[config.mk]
export PLATFORM = sky130hd
export DESIGN_NAME = stepper_move_sequencer_flat
export DESIGN_NICKNAME = d
export VERILOG_FILES = /design/src/rtl/stepper_move_sequencer_pkg.sv /design/src/rtl/stepper_move_sequencer_if.sv /design/src/rtl/stepper_move_sequencer_phase_gen.sv /design/src/rtl/stepper_move_sequencer.sv /design/src/flat_wrapper.sv
export SDC_FILE = /design/constraint.sdc
export NUM_CORES = 1
export LEC_CHECK = 0
export CAP_MARGIN = 20
export CORE_ASPECT_RATIO = 0.6
export CORE_UTILIZATION = 50
export CTS_CLUSTER_DIAMETER = 200
export CTS_CLUSTER_SIZE = 8
export DETAILED_ROUTE_END_ITERATION = 10
export GPL_ROUTABILITY_DRIVEN = 0
export PLACE_DENSITY = 0.73
export SLEW_MARGIN = 10
export SYNTH_ARGS = -nofsm -noshare
export SYNTH_HDL_FRONTEND = slang
export SYNTH_SLANG_ARGS = --single-unit
[constraint.sdc]
create_clock -name system1000 -period 3.84 [get_ports system1000]
set_input_delay 1.152 -clock system1000 [delete_from_list [all_inputs] [get_ports system1000]]
set_output_delay 1.152 -clock system1000 [all_outputs]
set_load 0.05 [all_outputs]
[src/rtl/stepper_move_sequencer_pkg.sv]
// Shared types and phase tables for the stepper move sequencer.
// Tables are packed so that entry i occupies bits [4*i+3:4*i].
package stepper_pkg;

    typedef enum logic [1:0] {
        IDLE = 2'd0,
        RUN  = 2'd1,
        DONE = 2'd2
    } state_t;

    localparam int FULL_PHASES = 4;
    localparam int HALF_PHASES = 8;
    localparam int MIN_PERIOD  = 2;

    // Entry 0 sits in the LSBs: full 1100,0110,0011,1001.
    localparam logic [4*FULL_PHASES-1:0] FULL_TABLE = {
        4'b1001, 4'b0011, 4'b0110, 4'b1100
    };

    // Half: 1000,1100,0100,0110,0010,0011,0001,1001.
    localparam logic [4*HALF_PHASES-1:0] HALF_TABLE = {
        4'b1001, 4'b0001, 4'b0011, 4'b0010,
        4'b0110, 4'b0100, 4'b1100, 4'b1000
    };

    function automatic logic [3:0] phase_pattern(input logic half, input logic [2:0] idx);
        logic [3:0] pat;
        if (half) begin
            pat = HALF_TABLE[{idx, 2'b00} +: 4];
        end else begin
            pat = FULL_TABLE[{idx[1:0], 2'b00} +: 4];
        end
        return pat;
    endfunction

endpackage

[src/rtl/stepper_move_sequencer_if.sv]
// Command handshake plus coil/status bundle between host logic and the sequencer.
// Master is the host side; slave is the sequencer.
interface stepper_move_sequencer_if #(
    parameter int CNT_W = 16,
    parameter int PER_W = 16,
    parameter int POS_W = 32
);
    logic             cmd_valid;
    logic             cmd_ready;
    logic             cmd_dir;
    logic [CNT_W-1:0] cmd_steps;
    logic [PER_W-1:0] cmd_period;
    logic             abort;
    logic [3:0]       coils;
    logic             busy;
    logic             done;
    logic [POS_W-1:0] pos;

    modport master (
        output cmd_valid, cmd_dir, cmd_steps, cmd_period, abort,
        input  cmd_ready, coils, busy, done, pos
    );

    modport slave (
        input  cmd_valid, cmd_dir, cmd_steps, cmd_period, abort,
        output cmd_ready, coils, busy, done, pos
    );
endinterface

[src/rtl/stepper_move_sequencer_phase_gen.sv]
// Phase index register and coil table lookup; coils follow the index registered on a step.
// Latency: coils change on the edge where step_en is sampled; no backpressure.
module stepper_phase_gen
    import stepper_pkg::*;
#(
    parameter bit HALF_STEP = 1'b0
) (
    input  logic       clk,
    input  logic       rst_n,
    input  logic       step_en,
    input  logic       dir,
    output logic [3:0] coils
);
    localparam logic [2:0] IDX_MASK = HALF_STEP ? 3'd7 : 3'd3;

    logic [2:0] idx_q;
    logic [2:0] idx_next;

    // Masking keeps the full-step index wrapping modulo 4 in a 3-bit register.
    always_comb begin
        idx_next = (dir ? (idx_q + 3'd1) : (idx_q - 3'd1)) & IDX_MASK;
    end

    always_ff @(posedge clk or negedge rst_n) begin
        if (!rst_n) begin
            idx_q <= 3'd0;
        end else if (step_en) begin
            idx_q <= idx_next;
        end
    end

    assign coils = phase_pattern(HALF_STEP, idx_q);

endmodule

[src/rtl/stepper_move_sequencer.sv]
// Single-axis move scheduler: accepts one move, steps every P cycles, tracks position.
// Latency: first step P edges after accept, done one cycle after last step; cmd_ready only in IDLE.
module stepper_move_sequencer
    import stepper_pkg::*;
#(
    parameter bit HALF_STEP = 1'b0,
    parameter int CNT_W     = 16,
    parameter int PER_W     = 16,
    parameter int POS_W     = 32
) (
    input  logic system1000,
    input  logic system1000_rstn,
    stepper_move_sequencer_if.slave bus
);
    localparam logic [PER_W-1:0] MIN_P = PER_W'(MIN_PERIOD);

    state_t           state_q, state_d;
    logic             dir_q, dir_d;
    logic [PER_W-1:0] reload_q, reload_d;
    logic [PER_W-1:0] timer_q, timer_d;
    logic [CNT_W-1:0] remaining_q, remaining_d;
    logic [POS_W-1:0] pos_q;
    logic [PER_W-1:0] period_clamped;
    logic             step_en;

    assign period_clamped = (bus.cmd_period < MIN_P) ? MIN_P : bus.cmd_period;

    always_ff @(posedge system1000 or negedge system1000_rstn) begin
        if (!system1000_rstn) begin
            state_q     <= IDLE;
            dir_q       <= 1'b0;
            reload_q    <= '0;
            timer_q     <= '0;
            remaining_q <= '0;
        end else begin
            state_q     <= state_d;
            dir_q       <= dir_d;
            reload_q    <= reload_d;
            timer_q     <= timer_d;
            remaining_q <= remaining_d;
        end
    end

    always_comb begin
        state_d     = state_q;
        dir_d       = dir_q;
        reload_d    = reload_q;
        timer_d     = timer_q;
        remaining_d = remaining_q;
        step_en     = 1'b0;
        case (state_q)
            IDLE: begin
                if (bus.cmd_valid) begin
                    dir_d       = bus.cmd_dir;
                    reload_d    = period_clamped - PER_W'(1);
                    timer_d     = period_clamped - PER_W'(1);
                    remaining_d = bus.cmd_steps;
                    state_d     = (bus.cmd_steps == '0) ? DONE : RUN;
                end
            end
            RUN: begin
                // Abort takes priority over a step due on the same edge.
                if (bus.abort) begin
                    state_d = DONE;
                end else if (timer_q == '0) begin
                    step_en     = 1'b1;
                    timer_d     = reload_q;
                    remaining_d = remaining_q - CNT_W'(1);
                    if (remaining_q == CNT_W'(1)) begin
                        state_d = DONE;
                    end
                end else begin
                    timer_d = timer_q - PER_W'(1);
                end
            end
            DONE: begin
                state_d = IDLE;
            end
            default: begin
                state_d = IDLE;
            end
        endcase
    end

    // Position wraps naturally in two's complement.
    always_ff @(posedge system1000 or negedge system1000_rstn) begin
        if (!system1000_rstn) begin
            pos_q <= '0;
        end else if (step_en) begin
            pos_q <= dir_q ? (pos_q + POS_W'(1)) : (pos_q - POS_W'(1));
        end
    end

    stepper_phase_gen #(
        .HALF_STEP (HALF_STEP)
    ) u_phase_gen (
        .clk     (system1000),
        .rst_n   (system1000_rstn),
        .step_en (step_en),
        .dir     (dir_q),
        .coils   (bus.coils)
    );

    assign bus.cmd_ready = (state_q == IDLE);
    assign bus.busy      = (state_q != IDLE);
    assign bus.done      = (state_q == DONE);
    assign bus.pos       = pos_q;

endmodule

[src/flat_wrapper.sv]
// flat-port wrapper written by rule: the top's interface ports become plain ports
module stepper_move_sequencer_flat import stepper_pkg::*;
#(
    parameter bit HALF_STEP = 1'b0,
    parameter int CNT_W     = 16,
    parameter int PER_W     = 16,
    parameter int POS_W     = 32
)
  (system1000, system1000_rstn, bus_cmd_valid, bus_cmd_dir, bus_cmd_steps, bus_cmd_period, bus_abort, bus_cmd_ready, bus_coils, bus_busy, bus_done, bus_pos);
  stepper_move_sequencer_if #(.CNT_W(CNT_W), .PER_W(PER_W), .POS_W(POS_W)) bus_i ();
  input  logic system1000;
  input  logic system1000_rstn;
  input wire logic [$bits(bus_i.cmd_valid)-1:0] bus_cmd_valid;
  input wire logic [$bits(bus_i.cmd_dir)-1:0] bus_cmd_dir;
  input wire logic [$bits(bus_i.cmd_steps)-1:0] bus_cmd_steps;
  input wire logic [$bits(bus_i.cmd_period)-1:0] bus_cmd_period;
  input wire logic [$bits(bus_i.abort)-1:0] bus_abort;
  output wire logic [$bits(bus_i.cmd_ready)-1:0] bus_cmd_ready;
  output wire logic [$bits(bus_i.coils)-1:0] bus_coils;
  output wire logic [$bits(bus_i.busy)-1:0] bus_busy;
  output wire logic [$bits(bus_i.done)-1:0] bus_done;
  output wire logic [$bits(bus_i.pos)-1:0] bus_pos;
  assign bus_i.cmd_valid = bus_cmd_valid;
  assign bus_i.cmd_dir = bus_cmd_dir;
  assign bus_i.cmd_steps = bus_cmd_steps;
  assign bus_i.cmd_period = bus_cmd_period;
  assign bus_i.abort = bus_abort;
  assign bus_cmd_ready = bus_i.cmd_ready;
  assign bus_coils = bus_i.coils;
  assign bus_busy = bus_i.busy;
  assign bus_done = bus_i.done;
  assign bus_pos = bus_i.pos;
  stepper_move_sequencer #(.HALF_STEP(HALF_STEP), .CNT_W(CNT_W), .PER_W(PER_W), .POS_W(POS_W)) u_core (.system1000(system1000), .system1000_rstn(system1000_rstn), .bus(bus_i));
endmodule
==> reports/results.txt, run 1 <==
Status: complete, no violations
Die Wd: 146.5 microns
Dpl cells: 1019
Syn Inst Count: 779
R2R Path Start: u_core.dir_q
Critical Path AT: 3.95 ns
Sequential element share of the synthesized area: 33.96%
Hold EP: u_core.reload_q[1]
Iter 0 DRT Violations: 584
Slew margin rel.: 51.97%
Slew @ Worst Pin: 0.7178 ns
Seq pwr share: 30.6%
Reg2reg end: u_core.bus.pos[31]
Hold Crit Start: u_core.reload_q[1]
Fmax: 268.0 MHz
CP endpoint kind: flip-flop
First-pass GRT wire length: 29.12 mm
Type of origin of the critical path: primary input
Dominant synthesized flop cell: dfrtp_1
Largest net degree at the start of global routing: 42
Row cnt: 31
Net Sw Power: 2104 uW
Die ar.: 12990 sq um
Synth Cell Area: 6264 sq um
# port buffers: 75
# diodes: 0
Switching share of power: 44.45%
Ys async rst share: 100.0%
Commonest non-fill, non-tap cells in the layout: nand2_1 (106), dfrtp_1 (85), o21ai_0 (74)
Hold Path Stages: 2
Core footprint: 12140 sq um
Cts bufs inserted: 9
Synth warnings: 0
CTS tree: done
Combinational Power Share: 49.9%
RSZ-0062 raised after global routing: true
H-tree level count: 3
Setup slack after layout: 0.1082 ns
Vias in the first global route: 5709
Commonest non-fill, non-tap cell in the layout: nand2_1
DRT Pass-1 Iters: 6
WL/cell: 17.17 microns
CTS Hold Buffers Added: 0
Die Y: 88.70 microns
Yosys cell types: 60
Post-route clock skew: 0.007681 ns
Finished Layout Cells: 1038
Pre-CTS WS: -0.7318 ns
Layout cells sized above 1: 10.88%
Post-synth EDFFs: 0
CP Data Required Time: 4.06 ns
Leakage: 0.003404 uW
Routed WL: 17.82 mm
Max clock buf depth: 2
Drt via density: 6.002
Worst-path maximum fanout: 4
Vias after detailed routing: 6230
R2R depth: 10
DRC: 0
Antenna Nets Post-Route: 0
Clock sink total: 85
Worst hold path class: flip-flop to flip-flop
Net Count, Synth: 852
Crit share post-route: 97.18%
Gr usage total: 28.40%
GRT overflow: 0
Max-cap violations: 0
Worst-Skew Late Latency: 0.34 ns
Critical Setup Path Class: primary input to flip-flop
# nets final: 941
Synthesized area per cell: 8.040 sq um
Area growth syn-to-layout: 24.59%
Setup violators final: 0
Reg2Reg Setup Slack: 0.38 ns
Endpoints failing hold: 0
Max Slew Vio Count: 0
Clk network pwr share: 19.5%
Initial cell density of the core: 51.59%
Num ports: 76
Pwr dens: 606.6 nW/um^2
Initial antenna violation count: 0
Clk root buf: clkbuf_16
Dpl hpwl: 13.10 mm
P_int: 2629 uW
CTS clk-pin slew, worst paths: 0.06 ns
Synthesized flop and latch total: 85
VDD IR-drop max: 0.2724 mV
Min Tclk post-route: 3.732 ns
Filler instances: 1062
## how the worst max path moves through the flow
stage	start	to	slack, ns	depth (start not counted)
floorplan	bus_cmd_period[14]	u_core.timer_q[10]	-0.11	12
global placement	bus_cmd_period[14]	u_core.timer_q[6]	-0.63	12
detailed placement	bus_cmd_period[14]	u_core.timer_q[10]	-0.73	12
CTS	bus_cmd_period[14]	u_core.timer_q[12]	0.03	14
global route	bus_cmd_period[12]	u_core.timer_q[12]	-0.02	14
finish	bus_cmd_period[12]	u_core.timer_q[14]	0.11	13
## cell usage after synthesis, drive strengths merged (3+ instances only)
| cell | count | area (sq um) |
|---|---|---|
| dfrtp | 85 | 2127 |
| nor2 | 53 | 201.5 |
| nand3 | 32 | 160.2 |
| nor2b | 4 | 25.02 |
| or4 | 10 | 75.07 |
| o21ai | 80 | 400.4 |
| o21a | 3 | 22.52 |
| xor2 | 14 | 122.6 |
| o31ai | 8 | 60.06 |
| nand4 | 5 | 31.28 |
| or2 | 5 | 31.28 |
| a22oi | 4 | 30.03 |
| ha | 35 | 437.9 |
| or3 | 10 | 62.56 |
| a211o | 6 | 52.55 |
| a31oi | 6 | 37.54 |
| o211ai | 13 | 97.59 |
| a21oi | 66 | 330.3 |
| nor3b | 6 | 45.04 |
| a21boi | 4 | 30.03 |
| nor4 | 14 | 93.84 |
| a221oi | 5 | 43.79 |
| inv | 26 | 97.59 |
| o22ai | 4 | 25.02 |
| a211oi | 13 | 97.59 |
| clkbuf | 31 | 116.4 |
| o221ai | 5 | 43.79 |
| xnor2 | 26 | 227.7 |
| nor3 | 20 | 100.1 |
| nand2b | 10 | 62.56 |
| and3 | 7 | 43.79 |
| buf | 7 | 36.28 |
| o21bai | 5 | 37.54 |
| and4 | 4 | 35.03 |
| a21o | 16 | 120.1 |
| mux2 | 6 | 71.31 |
| nand2 | 108 | 405.4 |
## final cells by class
| cell class | count | area (sq um) | area share (%) |
|---|---|---|---|
| Multi-Input combinational cell | 630 | 4003 | 51.29 |
| Sequential cell | 85 | 2127 | 27.26 |
| Timing Repair Buffer | 116 | 1057 | 13.55 |
| Clock buffer | 13 | 270.3 | 3.463 |
| Tap cell | 165 | 206.4 | 2.646 |
| Inverter | 26 | 97.59 | 1.251 |
| Clock inverter | 3 | 42.54 | 0.5451 |
## routing by layer
layer	up-vias	GRT usage (%)	routed length, microns
li1	3027	-	-
met1	2944	42.48	8946
met2	242	41.99	7239
met3	17	5.464	1479
met4	0	6.818	157
met5	-	0	0
## power by group through the flow
| stage | Combinational (uW) | Clock [uW] | Sequential [uW] |
|---|---|---|---|
| floorplan | 1720 | 0 | 1370 |
| global placement | 2220 | 0 | 1430 |
| detailed placement | 2310 | 0 | 1450 |
| CTS | 2330 | 939 | 1430 |
| global route | 2630 | 974 | 1480 |
| finish | 2360 | 925 | 1450 |
## state kept, by name, summed over array words and instances (netlist names)
signal	count
u_core.dir_q	1
u_core.u_phase_gen.idx_q	2
u_core.remaining_q	16
u_core.bus.pos	32
u_core.reload_q	16
u_core.timer_q	16
u_core.state_q	2
## cell families after synthesis
| logic type | after synthesis | share of synthesized area, % |
|---|---|---|
| AO/OA/AOI/OAI | 251 | 24.67 |
| buffers and inverters | 64 | 3.995 |
| flip-flops | 85 | 33.96 |
| XOR/XNOR | 40 | 5.593 |
| multiplexers | 6 | 1.138 |
| adder cells (fa/ha/maj) | 36 | 7.311 |
| AND/OR/NAND/NOR | 297 | 23.33 |
## critical path, cell delays in order
cell and delay [ns]:
buf_6 0.09, or4_4 0.52, or3_4 0.38, or4_4 0.53, nand2_4 0.11, ha_4 0.13
nor3b_4 0.23, nand2b_4 0.11, nor3_4 0.22, nand2_2 0.10, xnor2_2 0.14, a21oi_1 0.15
o21ai_0 0.09
## through the flow
step	power, uW	instance area (sq um)	utilization [%]	setup TNS [ns]	hold WS (ns)
after floorplan	3087	6314	-	-0.4119	0.4417
after global placement	3644	7415	61.07	-6.367	0.4600
after detailed placement	3761	7415	61.07	-7.909	0.4675
after CTS	4705	7796	64.22	0	0.4833
after global routing	5081	7804	64.28	-0.02079	0.4932
final	4733	7804	64.28	0	0.4849
## timing repair
action	4_1_cts	5_1_grt
setup endpoints to repair	11	8
pin swaps	11	9
buffers inserted	3	0
cloned	0	0
resized for setup	16	16
Power figures use the tool's default switching activity.
==> inputs of run 2 (changes only) <==
- GPL_TIMING_DRIVEN: not set -> 0
- SETUP_SLACK_MARGIN: not set -> 0.02
==> run 2 against run 1 <==
Die area is the same; total power grew 1.8%; register-to-register slack lost 0.14 ns; critical path type unchanged; via count grew 4.9%.
==> reports/results.txt, run 2 (synthesis gave the netlist of run 1 again) <==
Routed WL: 19.18 mm
Clk root buf: clkbuf_16
Max clock buf depth: 2
Max-cap violations: 0
Type of origin of the critical path: primary input
# nets final: 949
Commonest non-fill, non-tap cells in the layout: nand2_1 (106), dfrtp_1 (85), o21ai_0 (71)
Status: complete, no violations
Cts bufs inserted: 9
RSZ-0062 raised after global routing: true
Post-route clock skew: 0.005815 ns
# diodes: 0
Hold slack: 0.4795 ns
Slew margin rel.: 35.04%
Layout cells sized above 1: 8.740%
Worst-path cell chain: buf_8, or4_4, or3_4, or4_4, nand2_8, ha_4, nor3b_4, nand2b_4, nor3_4, xnor2_2, o21ai_1, mux2_4
Clock sink total: 85
Die ar.: 12990 sq um
Critical Setup Path Class: primary input to flip-flop
Critical Path AT: 4.05 ns
CTS Hold Buffers Added: 0
Pwr dens: 619.9 nW/um^2
DRC: 0
Number of flip-flops in the largest register: 32
Max Slew Vio Count: 0
Reg2reg end: u_core.bus.pos[16]
Setup violators final: 0
Commonest non-fill, non-tap cell in the layout: nand2_1
# port buffers: 75
Die Y: 88.70 microns
Finished Layout Cells: 1046
VDD IR-drop max: 0.3401 mV
Largest net degree at the start of global routing: 54
GRT overflow: 0
Row cnt: 31
Filler instances: 1066
Initial antenna violation count: 0
Crit share post-route: 99.21%
Worst-Skew Late Latency: 0.36 ns
H-tree level count: 3
R2R Path Start: u_core.dir_q
Crit path max-delay family: simple AND/OR/NAND/NOR gates
Hold Crit Start: u_core.remaining_q[9]
CP max-delay cell: or4_4
CP endpoint kind: flip-flop
Critical Path Max Stage Delay: 0.54 ns
Dpl hpwl: 14.26 mm
Slew @ Worst Pin: 0.9708 ns
CP most frequent cell: or4_4
R2R depth: 11
Vias after detailed routing: 6533
Num ports: 76
Iter 0 DRT Violations: 616
Worst-path maximum fanout: 4
Endpoints failing hold: 0
Setup TNS: 0 ns
Hold EP: u_core.remaining_q[9]
Dpl cells: 1021
Leakage: 0.003320 uW
Buf/Inv on CP: 1
Core footprint: 12140 sq um
First-pass GRT wire length: 30.55 mm
Worst hold path class: flip-flop to flip-flop
Initial cell density of the core: 51.59%
Area growth syn-to-layout: 24.09%
CTS tree: done
CP Data Required Time: 4.08 ns
Pre-CTS WS: -0.9242 ns
Hold Path Stages: 2
Antenna Nets Post-Route: 0
Drt via density: 6.246
DRT Pass-1 Iters: 7
Die Wd: 146.5 microns
Reg2Reg Setup Slack: 0.24 ns
Fmax: 262.5 MHz
Overall Power: 4818 uW
Vias in the first global route: 5834
Setup slack after layout: 0.03048 ns
Gr usage total: 30.35%
WL/cell: 18.34 microns
Min Tclk post-route: 3.810 ns
CTS clk-pin slew, worst paths: 0.07 ns
run 2: worst max path at each step:
stage                        from  slack, ns  depth (start not counted)                 end
2_1_floorplan  bus_cmd_period[14]      -0.11                         12  u_core.timer_q[10]
3_5_place_dp   bus_cmd_period[13]      -0.92                         14  u_core.timer_q[14]
6_report       bus_cmd_period[13]       0.03                         12  u_core.timer_q[10]
3_3_place_gp      system1000_rstn      -1.58                          1  u_core.bus.pos[16]
5_1_grt        bus_cmd_period[13]      -0.06                         12  u_core.timer_q[10]
4_1_cts        bus_cmd_period[14]       0.03                         13  u_core.timer_q[10]
run 2: per-stage QoR:
step	util, %	area (sq um)
2_1_floorplan	-	6314
3_3_place_gp	59.89	7271
3_5_place_dp	60.32	7323
4_1_cts	63.58	7719
5_1_grt	64.02	7772
6_report	64.02	7772
run 2: area by class of cell:
cell class,count,area [sq um],share of cell area (%)
Multi-Input combinational cell,630,4025,51.79
Sequential cell,85,2127,27.37
Clock inverter,7,81.33,1.046
Clock buffer,9,225.2,2.898
Inverter,26,101.3,1.304
Timing Repair Buffer,87,858.3,11.04
Tap cell,165,206.4,2.656
Buffer,37,147.6,1.900
run 2: power breakdown:
| group | internal (uW) | switching (uW) | total, uW |
|---|---|---|---|
| Sequential | 1170 | 259 | 1430 |
| Clock | 514 | 408 | 921 |
| Combinational | 905 | 1560 | 2470 |
| Total | 2590 | 2230 | 4820 |
run 2: what timing repair did:
action / in CTS / in global routing
setup endpoints to repair: 11 / 12
setup buffers: 4 / 6
gates resized for setup: 30 / 27
pin swaps: 7 / 9
run 2: layer usage:
| layer | global-route usage [%] | up-vias | wire (microns) |
|---|---|---|---|
| li1 | - | 3067 | - |
| met1 | 45.10 | 3116 | 9167 |
| met2 | 42.90 | 326 | 7754 |
| met3 | 8.144 | 24 | 2029 |
| met4 | 8.239 | 0 | 231 |
| met5 | 0 | - | 0 |
run 2: tightest hold or removal path, cell delays in order, from the launching register on:
cell	delay, ns
dfrtp_1	0.34
nand2_1	0.04
o21ai_0	0.06
==> inputs of run 3 (changes only) <==
- CORE_MARGIN: not set -> 8
==> run 3 against run 2 <==
Final area grew 0.13%; critical path depth increased by 1; cell count is 0.38% higher; sequential power barely moved; first-iteration DRC count increased by 1.9%; utilization increased by 0.083 points; clock power decreased by 14%; total power decreased by 2.2%; critical path type unchanged; critical endpoint is now u_core.timer_q[6].
==> reports/results.txt, run 3 (synthesis gave the netlist of run 1 again) <==
Setup violators final: 0
Crit share post-route: 99.13%
Clock sink total: 85
Max clock buf depth: 2
Cts bufs inserted: 9
CTS tree: done
Slew @ Worst Pin: 1.009 ns
WL/cell: 18.81 microns
Commonest non-fill, non-tap cell in the layout: nand2_1
Die ar.: 16480 sq um
Core footprint: 12140 sq um
Type of origin of the critical path: primary input
VDD IR-drop max: 0.3242 mV
Number of flip-flops in the largest register: 32
Area growth syn-to-layout: 24.25%
Placed inst area: 7323 sq um
Worst-path maximum fanout: 4
Max-cap violations: 0
Util after Layout: 64.10%
Row cnt: 31
Iter 0 DRT Violations: 628
# port buffers: 75
Vias in the first global route: 6219
Hold slack: 0.4787 ns
CP Data Required Time: 4.06 ns
Worst hold path class: flip-flop to flip-flop
Min Tclk post-route: 3.806 ns
Initial antenna violation count: 1
Max Slew Vio Count: 0
CP endpoint kind: flip-flop
DRT Pass-1 Iters: 7
Gr usage total: 24.06%
Initial cell density of the core: 51.59%
Endpoints failing hold: 0
Largest net degree at the start of global routing: 60
Status: complete, no violations
H-tree level count: 3
Drt via density: 6.182
Dpl hpwl: 14.69 mm
Die Y: 102.7 microns
Antenna Nets Post-Route: 0
DRC: 0
Overall Power: 4714 uW
Die Wd: 160.5 microns
First-pass GRT wire length: 32.02 mm
Post-route clock skew: 0.006051 ns
Slew margin rel.: 32.51%
Pwr dens: 605.7 nW/um^2
# nets final: 953
Num ports: 76
CTS Hold Buffers Added: 0
Worst-Skew Late Latency: 0.34 ns
R2R depth: 11
Critical Setup Path Class: primary input to flip-flop
Dpl cells: 1021
Critical Path AT: 4.03 ns
Commonest non-fill, non-tap cells in the layout: nand2_1 (105), dfrtp_1 (85), o21ai_0 (72)
Fin area: 7782 sq um
RSZ-0062 raised after global routing: true
Vias after detailed routing: 6491
Hold Path Stages: 2
# diodes: 0
CTS clk-pin slew, worst paths: 0.06 ns
Layout cells sized above 1: 8.927%
Fmax: 262.7 MHz
Leakage: 0.003337 uW
Routed WL: 19.75 mm
Finished Layout Cells: 1050
Clk root buf: clkbuf_16
GRT overflow: 0
==> run 3: cell count changes in the layout (fill, tap and decap cells not counted), moves of 2 or more <==
cell and delta:
buf_4 +4, clkbuf_1 +5, clkdlybuf4s50_1 -2, clkinv_2 +2, clkinv_4 -2, inv_6 -3
==> run 3: final cells by class <==
cell class / count / area (sq um)
Fill cell: 1028 / 4358
Multi-Input combinational cell: 630 / 4056
Sequential cell: 85 / 2127
Timing Repair Buffer: 91 / 889.6
Clock buffer: 14 / 244.0
Tap cell: 165 / 206.4
Buffer: 37 / 147.6
Inverter: 26 / 101.3
Clock inverter: 2 / 10.01
==> run 3: through the flow <==
stage / TNS [ns] / setup slack, ns
2_1_floorplan: -0.4119 / -0.1113
3_3_place_gp: -143.20 / -1.586
3_5_place_dp: -9.279 / -0.8631
4_1_cts: 0 / 0.02874
5_1_grt: -0.03700 / -0.02356
6_report: 0 / 0.03354
==> run 3: timing repair <==
action / in CTS / in global routing
resized for setup: 40 / 27
gates cloned: 0 / 0
buffers inserted: 7 / 7
endpoints found under the setup margin: 14 / 16
pin swaps: 14 / 10
==> run 3: layer usage <==
metal | up-vias | wire (microns) | part of all wire, % | track usage [%]
met1 | 3102 | 9487 | 48 | 34.78
met2 | 304 | 8038 | 41 | 34.53
met5 | - | 0 | 0 | 0
met3 | 24 | 2034 | 10 | 6.778
li1 | 3061 | - | - | -
met4 | 0 | 187 | 0.95 | 6.143
==> run 3: worst paths after layout <==
| path | from | to | slack (ns) |
|---|---|---|---|
| worst max register to register | u_core.dir_q | u_core.bus.pos[16] | 0.20 |
| max in group asynchronous | system1000_rstn | u_core.remaining_q[10] | 2.46 |
| worst max-delay path | bus_cmd_period[9] | u_core.timer_q[6] | 0.03 |
| worst min-delay path | u_core.reload_q[13] | u_core.reload_q[13] | 0.48 |
| min in group asynchronous | system1000_rstn | u_core.reload_q[2] | 0.73 |
| worst min register to register | u_core.reload_q[13] | u_core.reload_q[13] | 0.48 |
==> run 3: power breakdown <==
group          switching [uW]  internal [uW]  leakage (uW)
Sequential                259           1170       0.00108
Clock                     354            438      0.000125
Combinational            1570            920       0.00213
==> run 3: worst max-delay path, cell delays in order <==
cell and delay, ns:
buf_8 0.10, or4_4 0.52, or3_4 0.38, or4_4 0.46, nand2_4 0.11, ha_4 0.13, nor3b_4 0.26, nand2b_4 0.14
buf_6 0.14, nor2_4 0.15, xnor2_4 0.15, o21ai_1 0.08, mux2_4 0.26
